File: config.mk
export PLATFORM = sky130hd
export DESIGN_NAME = wb_mtimer_flat
export DESIGN_NICKNAME = d
export VERILOG_FILES = /design/src/rtl/mtimer_pkg.sv /design/src/rtl/wb_if.sv /design/src/rtl/mtimer_prescaler.sv /design/src/rtl/wb_mtimer.sv /design/src/flat_wrapper.sv
export SDC_FILE = /design/constraint.sdc
export NUM_CORES = 1
export LEC_CHECK = 0
export BUFFER_PORTS_ARGS = -buffer_cell sky130_fd_sc_hd__buf_2
export CAP_MARGIN = 5
export CORE_ASPECT_RATIO = 1.4
export CORE_MARGIN = 3
export CORE_UTILIZATION = 28
export DETAILED_ROUTE_END_ITERATION = 16
export SYNTH_ARGS = -nofsm -noshare
export SYNTH_HDL_FRONTEND = slang
export SYNTH_SLANG_ARGS = --single-unit
File: constraint.sdc
create_clock -name clk -period 2.95 [get_ports clk]
set_input_delay 0.1475 -clock clk [delete_from_list [all_inputs] [get_ports clk]]
set_output_delay 0.1475 -clock clk [all_outputs]
set_load 0.02 [all_outputs]
File: src/rtl/mtimer_pkg.sv
// Shared constants for the machine timer: register word offsets, CTRL field
// positions and the byte-lane merge used by every writable register.
package mtimer_pkg;

   localparam logic [2:0] OFF_MTIME_LO    = 3'd0;
   localparam logic [2:0] OFF_MTIME_HI    = 3'd1;
   localparam logic [2:0] OFF_MTIMECMP_LO = 3'd2;
   localparam logic [2:0] OFF_MTIMECMP_HI = 3'd3;
   localparam logic [2:0] OFF_CTRL        = 3'd4;

   localparam int CTRL_EN_BIT  = 0;
   localparam int CTRL_DIV_LSB = 16;

   // Written lanes take the new byte, unwritten lanes keep the old one.
   function automatic logic [31:0] lane_merge(input logic [31:0] old_val,
                                              input logic [31:0] new_val,
                                              input logic [3:0]  sel);
      logic [31:0] res;
      for (int i = 0; i < 4; i++) begin
         res[i*8 +: 8] = sel[i] ? new_val[i*8 +: 8] : old_val[i*8 +: 8];
      end
      return res;
   endfunction

endpackage

File: src/rtl/wb_if.sv
// Pipelined Wishbone B4 bus bundle with master and slave views.
interface wb_if;
   logic        cyc;
   logic        stb;
   logic        we;
   logic [31:0] adr;
   logic [3:0]  sel;
   logic [31:0] dat_m;
   logic [31:0] dat_s;
   logic        ack;
   logic        err;
   logic        stall;

   modport slave (
      input  cyc, stb, we, adr, sel, dat_m,
      output dat_s, ack, err, stall
   );

   modport master (
      output cyc, stb, we, adr, sel, dat_m,
      input  dat_s, ack, err, stall
   );
endinterface

File: src/rtl/mtimer_prescaler.sv
// Divides the clock into a one-cycle tick every div+1 enabled cycles.
// A clear restarts the count without suppressing a tick already due.
module mtimer_prescaler #(
   parameter int PRESCALE_W = 16
) (
   input  logic                  clk,
   input  logic                  rst,
   input  logic                  en,
   input  logic [PRESCALE_W-1:0] div,
   input  logic                  clr,
   output logic                  tick
);

   logic [PRESCALE_W-1:0] cnt;

   assign tick = en && (cnt == div);

   always_ff @(posedge clk) begin
      if (rst) begin
         cnt <= '0;
      end else if (clr) begin
         cnt <= '0;
      end else if (en) begin
         cnt <= (cnt == div) ? '0 : cnt + 1'b1;
      end
   end

endmodule

File: src/rtl/wb_mtimer.sv
// RISC-V style machine timer (mtime/mtimecmp) behind a pipelined Wishbone
// slave, with a programmable prescaler and a level timer interrupt.
module wb_mtimer
   import mtimer_pkg::*;
#(
   parameter int PRESCALE_W = 16,
   parameter int RESET_DIV  = 99
) (
   input  logic clk,
   input  logic rst,
   wb_if.slave  wb,
   output logic irq_timer
);

   logic [63:0]           mtime;
   logic [63:0]           mtime_next;
   logic [63:0]           mtimecmp;
   logic [31:0]           shadow;
   logic                  en;
   logic [PRESCALE_W-1:0] div;
   logic                  ack;
   logic [31:0]           dat_q;
   logic [31:0]           rd_val;
   logic [31:0]           ctrl_word;
   logic [31:0]           ctrl_wr;
   logic                  tick;
   logic                  accept;
   logic                  wr_en;
   logic                  rd_en;
   logic [2:0]            off;
   logic                  unused_bits;

   // Handshake: a request is taken on any edge with cyc & stb & ~stall; ack
   // follows one cycle later for one cycle, and stall mirrors ack so at most
   // one request is ever outstanding.
   assign accept   = wb.cyc && wb.stb && !ack;
   assign wr_en    = accept && wb.we;
   assign rd_en    = accept && !wb.we;
   assign off      = wb.adr[4:2];
   assign wb.ack   = ack;
   assign wb.stall = ack;
   assign wb.err   = 1'b0;
   assign wb.dat_s = dat_q;

   assign unused_bits = ^{wb.adr[31:5], wb.adr[1:0],
                          ctrl_wr[CTRL_DIV_LSB-1:CTRL_EN_BIT+1]};

   mtimer_prescaler #(
      .PRESCALE_W(PRESCALE_W)
   ) u_prescaler (
      .clk (clk),
      .rst (rst),
      .en  (en),
      .div (div),
      .clr (wr_en && (off == OFF_CTRL)),
      .tick(tick)
   );

   always_comb begin
      ctrl_word                               = '0;
      ctrl_word[CTRL_EN_BIT]                  = en;
      ctrl_word[CTRL_DIV_LSB +: PRESCALE_W]   = div;
      ctrl_wr = lane_merge(ctrl_word, wb.dat_m, wb.sel);
   end

   // A write to either mtime half overrides the increment for that cycle, so
   // a tick never carries into or out of the half being written.
   always_comb begin
      mtime_next = mtime + {63'd0, tick};
      if (wr_en && (off == OFF_MTIME_LO)) begin
         mtime_next = {mtime[63:32], lane_merge(mtime[31:0], wb.dat_m, wb.sel)};
      end else if (wr_en && (off == OFF_MTIME_HI)) begin
         mtime_next = {lane_merge(mtime[63:32], wb.dat_m, wb.sel), mtime[31:0]};
      end
   end

   always_comb begin
      rd_val = '0;
      case (off)
         OFF_MTIME_LO:    rd_val = mtime[31:0];
         OFF_MTIME_HI:    rd_val = shadow;
         OFF_MTIMECMP_LO: rd_val = mtimecmp[31:0];
         OFF_MTIMECMP_HI: rd_val = mtimecmp[63:32];
         OFF_CTRL:        rd_val = ctrl_word;
         default:         rd_val = '0;
      endcase
   end

   always_ff @(posedge clk) begin
      if (rst) begin
         mtime     <= '0;
         mtimecmp  <= '1;
         shadow    <= '0;
         en        <= 1'b1;
         div       <= PRESCALE_W'(RESET_DIV);
         ack       <= 1'b0;
         dat_q     <= '0;
         irq_timer <= 1'b0;
      end else begin
         mtime     <= mtime_next;
         ack       <= accept;
         dat_q     <= rd_en ? rd_val : '0;
         irq_timer <= (mtime >= mtimecmp);
         // Reading the low half freezes the high half for a tear-free pair read.
         if (rd_en && (off == OFF_MTIME_LO)) begin
            shadow <= mtime[63:32];
         end
         if (wr_en) begin
            case (off)
               OFF_MTIMECMP_LO: mtimecmp[31:0]  <= lane_merge(mtimecmp[31:0], wb.dat_m, wb.sel);
               OFF_MTIMECMP_HI: mtimecmp[63:32] <= lane_merge(mtimecmp[63:32], wb.dat_m, wb.sel);
               OFF_CTRL: begin
                  en  <= ctrl_wr[CTRL_EN_BIT];
                  div <= ctrl_wr[CTRL_DIV_LSB +: PRESCALE_W];
               end
               default: ;
            endcase
         end
      end
   end

endmodule

File: src/flat_wrapper.sv
// flat-port wrapper written by rule: the top's interface ports become plain ports
module wb_mtimer_flat import mtimer_pkg::*;
#(
   parameter int PRESCALE_W = 16,
   parameter int RESET_DIV  = 99
)
  (clk, rst, irq_timer, wb_cyc, wb_stb, wb_we, wb_adr, wb_sel, wb_dat_m, wb_dat_s, wb_ack, wb_err, wb_stall);
  wb_if wb_i ();
  input  logic clk;
  input  logic rst;
  output logic irq_timer;
  input wire logic [$bits(wb_i.cyc)-1:0] wb_cyc;
  input wire logic [$bits(wb_i.stb)-1:0] wb_stb;
  input wire logic [$bits(wb_i.we)-1:0] wb_we;
  input wire logic [$bits(wb_i.adr)-1:0] wb_adr;
  input wire logic [$bits(wb_i.sel)-1:0] wb_sel;
  input wire logic [$bits(wb_i.dat_m)-1:0] wb_dat_m;
  output wire logic [$bits(wb_i.dat_s)-1:0] wb_dat_s;
  output wire logic [$bits(wb_i.ack)-1:0] wb_ack;
  output wire logic [$bits(wb_i.err)-1:0] wb_err;
  output wire logic [$bits(wb_i.stall)-1:0] wb_stall;
  assign wb_i.cyc = wb_cyc;
  assign wb_i.stb = wb_stb;
  assign wb_i.we = wb_we;
  assign wb_i.adr = wb_adr;
  assign wb_i.sel = wb_sel;
  assign wb_i.dat_m = wb_dat_m;
  assign wb_dat_s = wb_i.dat_s;
  assign wb_ack = wb_i.ack;
  assign wb_err = wb_i.err;
  assign wb_stall = wb_i.stall;
  wb_mtimer #(.PRESCALE_W(PRESCALE_W), .RESET_DIV(RESET_DIV)) u_core (.clk(clk), .rst(rst), .wb(wb_i), .irq_timer(irq_timer));
endmodule
==> summary.txt <==
STA
  • Final Skew: 16.47 ps
  • Endpoints failing hold: 0
  • RSZ-0062 raised after global routing: yes
  • Crit share post-route: 0.9691
  • Fin crit period: 2859 ps
  • Max Slew Vio Count: 0
  • Slew headroom: 0.4350
  • # setup viols final: 0
  • Worst Setup Slack, final: 91.19 ps
  • Worst slew pin tran: 845.7 ps
  • Achievable frequency: 349.8 MHz

Pwr
  • Worst vdd ir: 0.3850 mV
  • PD cells: 438.1 nW/um^2
  • Leakage Power: 0.007139 uW

Logic synthesis
  • Sequential area share after synthesis: 0.3545
  • Post-Syn Area: 12820 sq um
  • Main synth FF type: dfxtp_1
  • Synth Net Count: 1764
  • Yosys reg bits: 227
  • Syn avg cell area: 7.893 sq um
  • Yosys warns: 0
  • EDFF count, synth: 0
  • Asr flop ratio synth: 0
  • Mapped Cells: 1624
  • Cell variety after synth: 77

Global route
  • First-pass GRT wire length: 73550 um
  • Initial antenna violation count: 0
  • Largest net degree at the start of global routing: 113
  • GRT Overall Usage: 0.1909
  • Vias in the first global route: 12730
  • GR Overflow Total: 0

Setup path
  • Critical path buffers and inverters: 2
  • Crit-path cells: xnor2_2 > nand4_1 > nor4_2 > buf_4 > and3_4 > ha_4 > and4_4 > nand4_1 > buf_4 > nor4_4 > xnor2_1 > a221oi_2
  • Crit start category: register
  • Worst Path Required: 3410 ps
  • Slowest stage cell on the critical path: dfxtp_1
  • Slowest stage delay, CP: 330 ps
  • CP delay by family, top: simple AND/OR/NAND/NOR gates
  • CP endpoint kind: register
  • Crit-path max FO: 4
  • Arrival time at the worst endpoint: 3320 ps
  • Critical path class: register to register

Layout
  • Non-Filler Instances: 2408
  • Commonest non-fill, non-tap cell in the layout: dfxtp_1
  • Final layout net count: 1919
  • Most frequent cells in the layout: 226 x dfxtp_1, 223 x nand2_1, 160 x nor2_1
  • N_diodes: 0
  • Layout area overhead: 22.89%
  • Ratio of cells with drive above 1 in the final layout: 0.1603

Floorplanning
  • Io pins: 109
  • Initial Util: 0.2841
  • DIE AREA: 48420 sq um
  • Row cnt: 92
  • Die W: 186.8 um
  • Core area: 45120 sq um
  • Die height: 259.2 um

Outcome
  • Status: finished, final reports clean

Clocking
  • Clk Latency, worst-skew pair: 560 ps
  • CTS buffer count: 26
  • Clock Path Buffers: 3
  • Clock-pin slew on the worst setup and hold paths: 70 ps
  • Clock Tree Root: clkbuf_16
  • CTS Sinks: 227
  • Postcts setup bufs: 0
  • CTS tree: yes
  • Htree depth: 1

Detailed routing
  • Antenna Nets Post-Route: 0
  • Drt via density: 5.382
  • DRC Markers: 0
  • Vias: 12960
  • Pre-antenna DRT Iters: 5
  • Initial DRC count: 984
  • Wire per inst: 19.92 um
  • Total wire length: 47970 um

Place
  • PortBufs: 78
  • Dpl ws: -137.2 ps
  • Dpl hpwl: 35010 um
  • Placer congestion estimate: 0.9235
  • Dpl cells: 2328

Hold path
  • Min-Delay Path Class: input port to register

Run
  • Max_cap viols: 0
-- Yosys cell counts, types with 9 or more instances --
library cell	count	area, sq um
ha_1	67	838.3
a211o_1	28	245.2
nand3b_1	20	150.1
nor4_1	19	118.9
and3_1	49	306.5
clkbuf_1	77	289.0
o211ai_1	18	135.1
or3_1	9	56.30
a31oi_1	13	81.33
buf_2	15	75.07
inv_1	79	296.5
o22a_1	16	140.1
nand3_1	55	275.3
a211oi_1	16	120.1
a21oi_1	137	685.7
o21ai_0	56	280.3
mux2i_1	46	460.4
nand2_1	223	837.1
nand4_1	35	219.0
a22oi_1	37	277.8
dfxtp_1	227	4544
a21o_1	12	90.09
nor2_1	160	600.6
xor2_1	12	105.1
nor3_1	28	140.1
xnor2_1	24	210.2
and4_1	16	140.1
-- per-layer routing --
layer	track usage	part of all wire	wire length, um
met1	0.2281	0.40	19360
met2	0.3347	0.48	23230
met3	0.02161	0.056	2694
met4	0.1042	0.056	2686
met5	0	0	0
-- metrics by stage --
stage	hold slack, ps	total power (uW)	TNS (ps)	cell area (sq um)	util
2_1_floorplan	231.6	3434	0	12820	-
3_3_place_gp	442.5	3656	-1854	14480	0.3208
3_5_place_dp	446.5	3660	-1158	14480	0.3208
4_1_cts	23.57	6949	0	15680	0.3475
5_1_grt	50.94	7113	-109.6	15750	0.3491
6_report	43.26	6902	0	15750	0.3491
-- flip-flops by register name, indices dropped and copies added (netlist names) --
register / count
u_core.mtimecmp: 64
u_core.wb.ack: 1
u_core.irq_timer: 1
u_core.mtime: 64
u_core.shadow: 32
u_core.wb.dat_s: 32
u_core.div: 16
u_core.en: 1
u_core.u_prescaler.cnt: 16
-- power by group --
group / leakage [uW] / switching [uW] / internal [uW]
logic: 0.00488 / 350 / 178
registers: 0.00183 / 20.9 / 3090
clock network: 0.000426 / 1350 / 1910
-- layout make-up --
cell class	instances	area (sq um)
Clock buffer	42	832.0
Clock inverter	4	20.02
Fill cell	4764	29370
Inverter	79	296.5
Multi-Input combinational cell	1212	7640
Sequential cell	227	4546
Tap cell	611	764.5
Timing Repair Buffer	233	1654
-- cell families (layout without fill, tap and decap cells) --
family | count (synthesis) | in the layout | share of synthesized area
compound gates | 398 | 398 | 0.2026
xor+xnor | 36 | 36 | 0.02460
fa+ha+maj | 67 | 67 | 0.06540
buf+inv | 185 | 358 | 0.05730
flops | 227 | 227 | 0.3545
mux | 50 | 50 | 0.04031
other cells | 1 | 1 | 0.0002925
simple gates | 660 | 660 | 0.2550
-- path summary, 6_finish.rpt --
kind	start	cells after the start	slack, ps	endpoint
worst max-delay path	u_core.u_prescaler.cnt[4]	12	90	u_core.mtime[59]
worst min-delay path	wb_sel[0]	3	40	u_core.mtime[6]
worst max register to register	u_core.u_prescaler.cnt[4]	12	90	u_core.mtime[59]
worst min register to register	u_core.shadow[8]	2	450	u_core.shadow[8]
-- tightest hold or removal path, cell delays in order --
cell and delay, ps:
buf_2 160, o211ai_1 170, a21oi_1 60
-- repair_timing --
action | in CTS | in global routing
setup endpoints to repair | 25 | 36
endpoints found under the hold margin | 74 | 0
hold buffers | 34 | 0
pin swaps | 0 | 8
gates resized for setup | 4 | 15
(Power assumes the default switching activity.)
